==> src/rtl/gate_exhaustive_tester_pkg.sv <==
// Shared types and truth-table constants for the exhaustive gate tester.
package gate_test_pkg;

  typedef enum logic [1:0] {
    IDLE  = 2'd0,
    APPLY = 2'd1,
    DONE  = 2'd2
  } state_e;

  // Bit k is the expected gate output for input vector k (A is the vector MSB).
  localparam logic [3:0] TT_AND2  = 4'b1000;
  localparam logic [3:0] TT_OR2   = 4'b1110;
  localparam logic [3:0] TT_XOR2  = 4'b0110;
  localparam logic [3:0] TT_NAND2 = 4'b0111;
  localparam logic [3:0] TT_NOR2  = 4'b0001;

endpackage

==> src/rtl/gate_exhaustive_tester_if.sv <==
// Bundle between the tester (master) and the gate/stimulus side (slave).
interface gate_exhaustive_tester_if #(
  parameter int N_IN  = 2,
  parameter int ERR_W = 8
);
  logic             start;
  logic             abort;
  logic             y_in;
  logic [N_IN-1:0]  vec_out;
  logic             busy;
  logic             done;
  logic             pass;
  logic [ERR_W-1:0] err_count;
  logic [N_IN-1:0]  first_fail;

  modport master (
    input  start, abort, y_in,
    output vec_out, busy, done, pass, err_count, first_fail
  );

  modport slave (
    output start, abort, y_in,
    input  vec_out, busy, done, pass, err_count, first_fail
  );
endinterface

==> src/rtl/gate_exhaustive_tester.sv <==
// Walks every input vector of a small combinational gate in ascending order,
// holds each for SETTLE cycles, compares the gate output with TRUTH and
// reports verdict, saturating mismatch count and first failing vector.
module gate_exhaustive_tester
  import gate_test_pkg::*;
#(
  parameter int               N_IN   = 2,
  parameter logic [2**N_IN-1:0] TRUTH = TT_AND2,
  parameter int               SETTLE = 2,
  parameter int               ERR_W  = 8
) (
  input  logic                     clk,
  input  logic                     rst_n,
  gate_exhaustive_tester_if.master bus
);

  // One extra index bit keeps the terminal compare from wrapping.
  localparam int               IDX_W    = N_IN + 1;
  localparam int               SET_W    = $clog2(SETTLE + 1);
  localparam logic [IDX_W-1:0] IDX_LAST = IDX_W'((1 << N_IN) - 1);
  localparam logic [SET_W-1:0] SET_LAST = SET_W'(SETTLE - 1);
  localparam logic [ERR_W-1:0] ERR_MAX  = '1;

  state_e           state_q;
  logic [IDX_W-1:0] idx_q;
  logic [IDX_W-1:0] idx_d;
  logic [SET_W-1:0] settle_q;
  logic [N_IN-1:0]  vec_q;
  logic             busy_q;
  logic             done_q;
  logic             pass_q;
  logic [ERR_W-1:0] err_q;
  logic [ERR_W-1:0] err_d;
  logic [N_IN-1:0]  ff_q;
  logic [N_IN-1:0]  ff_d;
  logic             mismatch;

  // Saturating increment of the mismatch counter.
  function automatic logic [ERR_W-1:0] sat_inc(input logic [ERR_W-1:0] v);
    return (v == ERR_MAX) ? v : v + 1'b1;
  endfunction

  // Result of the sample that would be taken at the end of the current window.
  always_comb begin
    mismatch = (bus.y_in != TRUTH[idx_q[N_IN-1:0]]);
    err_d    = err_q;
    ff_d     = ff_q;
    idx_d    = idx_q + 1'b1;
    if (mismatch) begin
      if (err_q == '0) ff_d = idx_q[N_IN-1:0];
      err_d = sat_inc(err_q);
    end
  end

  // Sequencer FSM; every output is a register so the gate sees clean inputs.
  always_ff @(posedge clk or negedge rst_n) begin
    if (!rst_n) begin
      state_q  <= IDLE;
      idx_q    <= '0;
      settle_q <= '0;
      vec_q    <= '0;
      busy_q   <= 1'b0;
      done_q   <= 1'b0;
      pass_q   <= 1'b0;
      err_q    <= '0;
      ff_q     <= '0;
    end else begin
      case (state_q)
        IDLE: begin
          done_q <= 1'b0;
          vec_q  <= '0;
          busy_q <= 1'b0;
          if (bus.start) begin
            state_q  <= APPLY;
            idx_q    <= '0;
            settle_q <= '0;
            busy_q   <= 1'b1;
            err_q    <= '0;
            ff_q     <= '0;
            pass_q   <= 1'b0;
          end
        end
        APPLY: begin
          if (bus.abort) begin
            // Cancel wins over a sample on the same edge; partial results stay.
            state_q <= IDLE;
            vec_q   <= '0;
            busy_q  <= 1'b0;
          end else if (settle_q == SET_LAST) begin
            err_q <= err_d;
            ff_q  <= ff_d;
            if (idx_q == IDX_LAST) begin
              // Verdict includes the final sample, so it is valid with done.
              state_q <= DONE;
              vec_q   <= '0;
              busy_q  <= 1'b0;
              done_q  <= 1'b1;
              pass_q  <= (err_d == '0);
            end else begin
              idx_q    <= idx_d;
              vec_q    <= idx_d[N_IN-1:0];
              settle_q <= '0;
            end
          end else begin
            settle_q <= settle_q + 1'b1;
          end
        end
        DONE: begin
          done_q  <= 1'b0;
          state_q <= IDLE;
        end
        default: state_q <= IDLE;
      endcase
    end
  end

  assign bus.vec_out    = vec_q;
  assign bus.busy       = busy_q;
  assign bus.done       = done_q;
  assign bus.pass       = pass_q;
  assign bus.err_count  = err_q;
  assign bus.first_fail = ff_q;

endmodule

==> src/flat_wrapper.sv <==
// flat-port wrapper written by rule: the top's interface ports become plain ports
module gate_exhaustive_tester_flat import gate_test_pkg::*;
#(
  parameter int               N_IN   = 2,
  parameter logic [2**N_IN-1:0] TRUTH = TT_AND2,
  parameter int               SETTLE = 2,
  parameter int               ERR_W  = 8
)
  (clk, rst_n, bus_start, bus_abort, bus_y_in, bus_vec_out, bus_busy, bus_done, bus_pass, bus_err_count, bus_first_fail);
  gate_exhaustive_tester_if #(.N_IN(N_IN), .ERR_W(ERR_W)) bus_i ();
  input  logic clk;
  input  logic rst_n;
  input wire logic [$bits(bus_i.start)-1:0] bus_start;
  input wire logic [$bits(bus_i.abort)-1:0] bus_abort;
  input wire logic [$bits(bus_i.y_in)-1:0] bus_y_in;
  output wire logic [$bits(bus_i.vec_out)-1:0] bus_vec_out;
  output wire logic [$bits(bus_i.busy)-1:0] bus_busy;
  output wire logic [$bits(bus_i.done)-1:0] bus_done;
  output wire logic [$bits(bus_i.pass)-1:0] bus_pass;
  output wire logic [$bits(bus_i.err_count)-1:0] bus_err_count;
  output wire logic [$bits(bus_i.first_fail)-1:0] bus_first_fail;
  assign bus_i.start = bus_start;
  assign bus_i.abort = bus_abort;
  assign bus_i.y_in = bus_y_in;
  assign bus_vec_out = bus_i.vec_out;
  assign bus_busy = bus_i.busy;
  assign bus_done = bus_i.done;
  assign bus_pass = bus_i.pass;
  assign bus_err_count = bus_i.err_count;
  assign bus_first_fail = bus_i.first_fail;
  gate_exhaustive_tester #(.N_IN(N_IN), .TRUTH(TRUTH), .SETTLE(SETTLE), .ERR_W(ERR_W)) u_core (.clk(clk), .rst_n(rst_n), .bus(bus_i));
endmodule
==> config.mk <==
export PLATFORM = sky130hd
export DESIGN_NAME = gate_exhaustive_tester_flat
export DESIGN_NICKNAME = d
export VERILOG_FILES = /design/src/rtl/gate_exhaustive_tester_pkg.sv /design/src/rtl/gate_exhaustive_tester_if.sv /design/src/rtl/gate_exhaustive_tester.sv /design/src/flat_wrapper.sv
export SDC_FILE = /design/constraint.sdc
export NUM_CORES = 1
export LEC_CHECK = 0
export BUFFER_PORTS_ARGS = -buffer_cell sky130_fd_sc_hd__buf_4
export CORE_MARGIN = 2
export CORE_UTILIZATION = 59
export DETAILED_ROUTE_END_ITERATION = 6
export GPL_TIMING_DRIVEN = 0
export PLACE_DENSITY_LB_ADDON = 0.2
export SLEW_MARGIN = 20
export SYNTH_ARGS = -nofsm -noshare
export SYNTH_HDL_FRONTEND = slang
export SYNTH_SLANG_ARGS = --single-unit
==> constraint.sdc <==
create_clock -name clk -period 5.8 [get_ports clk]
set_input_delay 1.45 -clock clk [delete_from_list [all_inputs] [get_ports clk]]
set_output_delay 1.45 -clock clk [all_outputs]
set_load 0.01 [all_outputs]
==> results_dict.tcl, run 1 <==
set metrics [dict create \
    outcome "complete, no violations" \
    cp.arrival_ns 3.04 \
    design_area_sq_mm 0.00153 \
    antenna_found_initial 0 \
    power_density_mw_per_mm2 248 \
    ios 20 \
    grt-ovfl-total 0 \
    drive_gt1_share_pct 16.0 \
    relSlewSlack_pct 54.3 \
    crit_required_ns 6.02 \
    core_area_sq_mm 0.00202 \
    hp-class "register to register" \
    cp-start-kind "input port" \
    yosys-top-cells-area "dfrtp_1 (42%), a21oi_1 (6.6%), o21ai_0 (6.2%)" \
    ys_seq_elements 22 \
    drtIter0Drc 73 \
    yosys.area.top_type "dfrtp_1" \
    dieArea_sq_mm 0.00259 \
    setup_viol 0 \
    cts_hold_repair.buffers 0 \
    clkLatencyLatePin_ns 0.32 \
    mostFrequentLayoutCells "dfrtp_1 (22), nand2_1 (20), buf_4 (19), a21oi_1 (17), o21ai_0 (16)" \
    hpwl_mm 2.16 \
    grt_max_degree 23 \
    ctsResizeCount 0 \
    grt_usage_pct 25.9 \
    holdWs_ns 0.500 \
    max_freq_mhz 354 \
    antenna_cells 0 \
    fin_tns_setup_ns 0 \
    wl_per_cell_microns 14.6 \
    routabilityCongestion 0.948 \
    p_total_uw 378 \
    synth_top_cell_area_share_pct 42.4 \
    crit_path_max_fanout 6 \
    finalCritPeriodShare_pct 48.7 \
    ant_nets 0 \
    cts_num_sinks 22 \
    clkTransAtPathRegs_ns 0.13 \
    cts_made_buffers 3 \
    drc_errors 0 \
    cts_max_level 1 \
    crit_path_end_kind "register" \
    cap_violations 0 \
    nNetsFinal 185 \
    yosysSeqAreaShare_pct 42.4 \
    vias 1269 \
    hold_violations 0 \
    first_pass_iters 4 \
    ys_warn_count 0 \
    synth_area_sq_mm 0.00130 \
    worst-slew-pin-transition_ns 0.686 \
    viasPerCell 6.28 \
    start_util_pct 64.2 \
    die_y_microns 50.9 \
    cts_tree "done" \
    skew_ns 0.00451 \
    syn_area_per_cell_sq_um 8.54 \
    peakVddDrop_v 0.000237 \
    syn_nets 161 \
    final_common_cell "dfrtp_1" \
    clockRootBuffer "clkbuf_4" \
    areaGrowthSynthToFinish_pct 17.6 \
    die-width_microns 50.9 \
    first_global_vias 1125 \
    synth_cell_types 34 \
    crit_type "input port to register" \
    grt_pass1_wl_mm 5.11 \
    cts_setup_buffers 0 \
    core.rowCount 16 \
    syn_inst 152 \
    cts.path.max_buffers 2 \
    placement.cell_area_sq_mm 0.00148 \
    rsz0062_at_grt "no" \
    period_needed_ns 2.82 \
    leakage_nw 0.693 \
    io_buffers 19 \
    drv_slew 0 \
    routed_wl_mm 2.96 \
]
power by group:
part	internal [mW]	switching (mW)	total [mW]
Combinational	0.0305	0.0496	0.0801
Sequential	0.166	0.0130	0.179
Clock	0.0699	0.0495	0.119
per-layer routing:
metal / track usage, % / wire [microns] / vias to the layer above / part of all wire (%)
met5: 0 / 0 / - / 0
met4: 12.2 / 48 / 0 / 1.6
met3: 3.80 / 223 / 9 / 7.5
met2: 38.7 / 1370 / 67 / 46
met1: 36.9 / 1320 / 594 / 45
li1: - / - / 599 / -
registers in the layout, summed over array words and instances (netlist names):
register,flops
u_core.state_q,2
u_core.bus.vec_out,2
u_core.settle_q,2
u_core.bus.done,1
u_core.bus.pass,1
u_core.bus.err_count,8
u_core.bus.first_fail,2
u_core.bus.busy,1
u_core.idx_q,3
Yosys cell counts, drive strengths merged:
master	number
mux2	1
a2111oi	1
nor2	14
a211oi	1
ha	4
o2bb2ai	2
a41o	1
a22o	1
o2111a	1
a21oi	17
nor4	3
inv	10
nor2b	3
a41oi	1
clkbuf	3
xor2	1
buf	1
nand4	1
nor3	2
xnor2	1
nand2	20
or3	1
o21a	3
nand2b	2
dfrtp	22
and3	4
nand3	4
o41ai	1
o21ai	16
nand4bb	1
and4	2
nand4b	2
a31oi	5
stage by stage:
stage	utilization, %	cells	setup slack [ns]
after floorplan	-	152	3.00
after global routing	75.6	202	2.85
after CTS	75.6	202	2.98
final	75.6	202	2.98
after global placement	73.0	198	2.71
after detailed placement	73.0	198	2.69
cell type report:
type,instances,area (sq um)
Multi-Input combinational cell,116,694
Inverter,10,37.5
Clock buffer,3,22.5
Tap cell,27,33.8
Buffer,4,16.3
Clock inverter,1,30.0
Fill cell,143,494
Sequential cell,22,551
Timing Repair Buffer,19,143
worst max-delay path, stage by stage:
cell and delay, ns:
buf_4 0.12, xnor2_1 0.21, nor4_4 0.41, a211oi_1 0.12
or3_1 0.38, o41ai_2 0.34
cells by family after synthesis:
family                     count (synthesis)  share of synthesized area (%)
AOI/OAI and AO/OA                         50                           23.8
xor gates and xnor gates                   2                           1.35
adders and majority gates                  4                           3.85
buffers and inverters                     14                           4.14
DFF                                       22                           42.4
muxes                                      1                          0.867
and+or+nand+nor                           59                           23.6
path summary, 6_finish.rpt:
path / cells after the start / end / slack, ns / from
setup / recovery: 6 / u_core.bus.pass / 2.98 / bus_y_in
hold / removal: 2 / u_core.bus.first_fail[0] / 0.50 / u_core.bus.first_fail[0]
hold reg to reg: 2 / u_core.bus.first_fail[0] / 0.50 / u_core.bus.first_fail[0]
max in group asynchronous: 1 / u_core.state_q[0] / 4.59 / rst_n
setup reg to reg: 6 / u_core.bus.pass / 3.53 / u_core.idx_q[0]
min in group asynchronous: 1 / u_core.idx_q[1] / 0.99 / rst_n
Note: power is estimated with default switching activity, not from simulation.
==> run 2: changes to the inputs <==
Settings changed: ABC_AREA from default to 1, CORE_UTILIZATION 59 to 50.
Clock period 5.8 ns to 2.5 ns, I/O delays scaled along.
==> run 2 against run 1 <==
Net effect:
- utilization decreased by 15 points
- critical path depth rose by 4
- design area is 3.4% lower
- sequential cell count did not move
- area after synthesis down 3.0%
- combinational power increased to 5.4 times the previous value
- synthesized cell count is 9.2% higher
- routed wire length fell by 12%
- via count decreased by 11%
- cell count grew 8.4%
- setup slack worse by 2.2 ns
- critical path type is now register to register
==> results_dict.tcl, run 2 <==
set metrics [dict create \
    drv_slew 0 \
    hold_violations 0 \
    first_global_vias 976 \
    areaGrowthSynthToFinish_pct 17.2 \
    ctsResizeCount 0 \
    skew_ns 0.00242 \
    rsz0062_at_grt "no" \
    finalCritPeriodShare_pct 69.8 \
    first_pass_iters 4 \
    worst-slew-pin-transition_ns 0.313 \
    ios 20 \
    crit_required_ns 2.75 \
    hpwl_mm 2.02 \
    fin_util_pct 60.7 \
    routabilityCongestion 0.844 \
    die-width_microns 54.2 \
    p_int_uw 682 \
    cts_setup_buffers 0 \
    routed_wl_mm 2.60 \
    cts_hold_repair.buffers 0 \
    crit_type "register to register" \
    antenna_cells 0 \
    cp-start-kind "register" \
    setup_viol 0 \
    slowest_stage "dfrtp_1" \
    hp-class "input port to asynchronous set/reset pin" \
    period_needed_ns 1.75 \
    power_density_mw_per_mm2 748 \
    grt_pass1_wl_mm 4.03 \
    syn_area_per_cell_sq_um 7.59 \
    path_cells "ha_1 > ha_1 > inv_1 > nor2_1 > inv_1 > nor2_1 > nand3_1 > nor2_1 > nand2_1 > nand2_1" \
    ff2ff_setup_slack_ns 0.75 \
    ys_top_cells_by_count "nand2_1 (50), dfrtp_1 (22), inv_1 (21), nand3_1 (17), nor2_1 (15)" \
    yosys.area.top_type "dfrtp_1" \
    grt_max_degree 23 \
    final_common_cell "nand2_1" \
    ys_seq_elements 22 \
    vias 1133 \
    wl_met1_mm 1.23 \
    yosysMostFrequentCell "nand2_1" \
    synthFlopType "dfrtp_1" \
    clkPwrFrac_pct 17.7 \
    synth_cell_types 20 \
    holdWs_ns 0.180 \
    place_inst 215 \
    peakVddDrop_v 0.000512 \
    synth-edff-count 0 \
    drtIter0Drc 16 \
    outcome "complete, no violations" \
    ant_nets 0 \
    drive_gt1_share_pct 19.0 \
    ys_warn_count 0 \
    drc_errors 0 \
    cp_slowest_stage_delay_ns 0.40 \
    pwr-share-comb_pct 38.9 \
    yosys-top-cells-area "dfrtp_1 (44%), nand2_1 (15%), nand3_1 (6.8%)" \
    io_buffers 19 \
    cts_made_buffers 3 \
    clkTransAtPathRegs_ns 0.12 \
    cts.path.max_buffers 2 \
    cts_max_level 1 \
    synth_area_sq_mm 0.00126 \
    crit_path_end_kind "register" \
    r2r_end "u_core.bus.pass" \
    final_cells 219 \
    ff2ff_path_depth 10 \
    netSwitchingFraction_pct 38.2 \
    wl_per_cell_microns 11.9 \
    core_area_sq_mm 0.00243 \
    max_freq_mhz 573 \
    yosysSeqAreaShare_pct 43.7 \
    cts_num_sinks 22 \
    viasPerCell 5.17 \
    largest_reg_flops 8 \
    start_util_pct 51.8 \
    core.rowCount 18 \
    mostFrequentLayoutCells "nand2_1 (50), dfrtp_1 (22), inv_1 (21), buf_4 (19), nand3_1 (17)" \
    syn_nets 175 \
    ys_async_sr_fraction_pct 100 \
    grt_usage_pct 19.4 \
    wl_met2_mm 1.26 \
    cp.arrival_ns 2.00 \
    cts_tree "done" \
    antenna_found_initial 0 \
    cpMostUsedCell "nor2_1" \
    cap_violations 0 \
    nNetsFinal 199 \
    synth_top_cell_area_share_pct 43.7 \
    seq_power_share_pct 43.5 \
    p_switching_uw 422 \
    r2r-start "u_core.idx_q[1]" \
    relSlewSlack_pct 79.2 \
    leakage_nw 0.775 \
    routed.top_layer "met4" \
    syn_inst 166 \
    grt-ovfl-total 0 \
    dieArea_sq_mm 0.00294 \
    clockRootBuffer "clkbuf_4" \
    clkLatencyLatePin_ns 0.31 \
    met3_length_microns 68 \
    die_y_microns 54.2 \
    crit_path_max_fanout 4 \
    fin_tns_setup_ns 0 \
]
==> run 2: through the flow <==
step	power, mW	area, sq um	worst slack (ns)
after detailed placement	0.920	1440	0.714
final	1.10	1480	0.754
after CTS	1.12	1480	0.744
after global routing	1.18	1480	0.597
after floorplan	0.778	1260	1.01
after global placement	0.904	1440	0.755
==> run 2: power by group through the flow <==
| stage | clock (mW) | sequential, mW | combinational, mW |
|---|---|---|---|
| finish | 0.195 | 0.480 | 0.429 |
| CTS | 0.201 | 0.480 | 0.434 |
| global placement | 0 | 0.483 | 0.421 |
| floorplan | 0 | 0.498 | 0.280 |
| global route | 0.213 | 0.489 | 0.482 |
| detailed placement | 0 | 0.487 | 0.433 |
==> run 2: cell type report <==
type | instances | area (sq um)
fillers | 221 | 956
multi-input cells | 120 | 619
flip-flops and latches | 22 | 551
repair buffers | 19 | 143
inverters | 24 | 90.1
well taps | 30 | 37.5
clock buffers | 4 | 36.3
==> run 2: how the worst max path moves through the flow <==
| stage | endpoint | slack [ns] | from | depth (start not counted) |
|---|---|---|---|---|
| 2_1_floorplan | u_core.bus.pass | 1.01 | u_core.bus.err_count[1] | 11 |
| 3_3_place_gp | u_core.bus.pass | 0.76 | bus_y_in | 12 |
| 3_5_place_dp | u_core.bus.pass | 0.71 | bus_y_in | 12 |
| 4_1_cts | u_core.bus.pass | 0.74 | u_core.idx_q[0] | 12 |
| 5_1_grt | u_core.bus.pass | 0.60 | u_core.idx_q[1] | 12 |
| 6_report | u_core.bus.pass | 0.75 | u_core.idx_q[1] | 10 |
==> run 2: logic make-up (layout without fill, tap and decap cells) <==
logic type               count (synthesis)  in the layout  synth area share (%)
AND/OR/NAND/NOR                         94             94                  33.8
buffers and inverters                   24             47                  7.15
AO/OA/AOI/OAI                           22             22                  11.4
flip-flops                              22             22                  43.7
adder cells (fa/ha/maj)                  4              4                  3.97
==> run 2: worst max-delay path: cells and delay by family (launching register included) <==
family        cells  cell delay, ns
simple gates      6            0.74
fa+ha+maj         2            0.40
buf+inv           2            0.14
flops             1            0.40
==> run 2: layer usage <==
layer  GRT usage (%)  up-vias
met1            24.5      526
li1                -      587
met2            32.7       15
met4            7.50        0
met5               0        -
met3            3.33        5
==> run 3: changes to the inputs <==
Clock period 2.5 ns to 1.54 ns, I/O delays scaled along.
==> run 3 against run 2 <==
Net effect:
- non-clock buffer count increased by 8
- worst hold slack gained 0.25 ns
- setup slack lost 0.74 ns
- design area grew 12%
- cell count rose by 4.1%
- combinational power rose by 100%
- utilization increased by 7.4 points
- routed wire length increased by 13%
- clock skew up 0.00088 ns
- maximum frequency up 15%
- largest cell class unchanged
- highest routed layer unchanged
==> results_dict.tcl, run 3 (same netlist as run 2, synthesis figures left out) <==
set metrics [dict create \
    die-width_microns 54.2 \
    vias 1216 \
    max_freq_mhz 657 \
    slowest_stage "dfrtp_1" \
    die_y_microns 54.2 \
    place_inst 215 \
    p_int_mw 1.19 \
    hpwl_mm 2.02 \
    finalCritPeriodShare_pct 98.8 \
    viasPerCell 5.33 \
    design_area_sq_mm 0.00166 \
    cp.buffers_inverters 0 \
    routed_wl_mm 2.93 \
    start_util_pct 51.8 \
    grt_max_degree 23 \
    relSlewSlack_pct 78.3 \
    ios 20 \
    grt-ovfl-total 0 \
    crit_path_max_fanout 5 \
    placement.cell_area_sq_mm 0.00144 \
    core.rowCount 18 \
    pwr-share-comb_pct 44.3 \
    final_cells 228 \
    drv_slew 0 \
    fin_util_pct 68.1 \
    crit_family "simple AND/OR/NAND/NOR gates" \
    worst-slew-pin-transition_ns 0.325 \
    cts_tree "done" \
    skew_ns 0.00330 \
    mostFrequentLayoutCells "nand2_1 (42), buf_4 (26), dfrtp_1 (22), inv_1 (19), nand3_1 (15)" \
    crit_required_ns 1.79 \
    rsz0062_at_grt "yes" \
    core_area_sq_mm 0.00243 \
    peakVddDrop_v 0.000835 \
    clkLatencyLatePin_ns 0.30 \
    cpMostUsedCell "nand2_1" \
    seq_power_share_pct 39.5 \
    period_needed_ns 1.52 \
    nFillCells 205 \
    min_from "bus_start" \
    ff2ff_path_depth 10 \
    drive_gt1_share_pct 33.8 \
    hp-class "input port to register" \
    crit_type "register to register" \
    wl_per_cell_microns 12.8 \
    hold_violations 0 \
    ant_nets 0 \
    worstSetupStartpoint "u_core.bus.err_count[4]" \
    grt_pass1_wl_mm 4.26 \
    first_global_vias 1024 \
    antenna_found_initial 0 \
    cts_made_buffers 3 \
    power_density_mw_per_mm2 1180 \
    cts_num_sinks 22 \
    leakage_nw 0.837 \
    cp_slowest_stage_delay_ns 0.46 \
    p_switching_uw 763 \
    clockRootBuffer "clkbuf_4" \
    crit_path_end_kind "register" \
    r2r-start "u_core.bus.err_count[4]" \
    first_pass_iters 4 \
    final_common_cell "nand2_1" \
    drc_errors 0 \
    cap_violations 0 \
    cp-start-kind "register" \
    r2r_end "u_core.bus.pass" \
    clkPwrFrac_pct 16.2 \
    ff2ff_setup_slack_ns 0.02 \
    clkTransAtPathRegs_ns 0.12 \
    setup_viol 0 \
    antenna_cells 0 \
    cp.arrival_ns 1.77 \
    cts.path.max_buffers 2 \
    io_buffers 19 \
    hold_path_depth 3 \
    largest_reg_flops 8 \
    drtIter0Drc 32 \
    areaGrowthSynthToFinish_pct 31.4 \
    dieArea_sq_mm 0.00294 \
    cts_max_level 1 \
    path_cells "nand2_1 > nor2_2 > nand2_4 > nand2_4 > nand2_1 > nand2_1 > nand2_1 > nor2_1 > nand2_1 > nand2_1" \
    grt_usage_pct 20.4 \
    routabilityCongestion 0.844 \
    hold_end "u_core.bus.busy" \
    outcome "complete, no violations" \
    netSwitchingFraction_pct 39.0 \
    nNetsFinal 208 \
]
[run 3: cell types whose count changed in the layout (fill, tap and decap cells not counted), moves of 5 or more]
cell     change
nand2_1      -8
nor2_1       -8
buf_4        +7
nand2_2      +5
[run 3: layout make-up]
cell class / instances / area, sq um / share of cell area, %
multi-input combinational: 121 / 736 / 44.4
sequential: 22 / 551 / 33.3
timing repair buffer: 27 / 205 / 12.4
inverter: 24 / 90.1 / 5.44
tap: 30 / 37.5 / 2.27
clock buffer: 4 / 36.3 / 2.19
[run 3: routing by layer]
layer | vias to the layer above | wire (microns) | track usage (%)
li1 | 606 | - | -
met1 | 582 | 1300 | 25.3
met2 | 26 | 1510 | 35.1
met3 | 2 | 106 | 3.33
met4 | 0 | 15 | 7.50
met5 | - | 0 | 0
[run 3: repair_timing]
action	CTS	global route
resized for setup	10	23
buffers inserted	5	2
pin swaps	1	11
hold endpoints to repair	22	0
cloned	1	0
setup endpoints to repair	4	6
hold buffers	1	0
[run 3: power groups by stage]
stage	Sequential (mW)	Clock, mW	Combinational (mW)
after floorplan	0.808	0	0.455
after global placement	0.784	0	0.684
after detailed placement	0.790	0	0.704
after CTS	0.770	0.327	0.818
after global routing	0.785	0.346	0.952
final	0.772	0.318	0.868
[run 3: how the worst max path moves through the flow]
stage	endpoint	slack, ns	depth (start not counted)
after floorplan	u_core.bus.pass	0.05	11
after global placement	u_core.bus.pass	-0.13	10
after detailed placement	u_core.bus.pass	-0.17	12
after CTS	u_core.bus.pass	0.002	10
after global routing	u_core.bus.pass	-0.08	11
final	u_core.bus.pass	0.02	10
[run 3: metrics by stage]
stage,total power [mW],TNS (ns),setup WS (ns),hold WS [ns]
6_report,1.96,0,0.0181,0.432
2_1_floorplan,1.26,0,0.0544,0.0894
3_5_place_dp,1.49,-0.251,-0.171,0.289
3_3_place_gp,1.47,-0.150,-0.135,0.285
5_1_grt,2.08,-0.179,-0.0788,0.430
4_1_cts,1.91,0,0.00162,0.425
[run 3: worst min-delay path, delay by kind of cell]
family / cells / cell delay [ns]
and+or+nand+nor: 2 / 0.21
buffers and inverters: 1 / 0.11
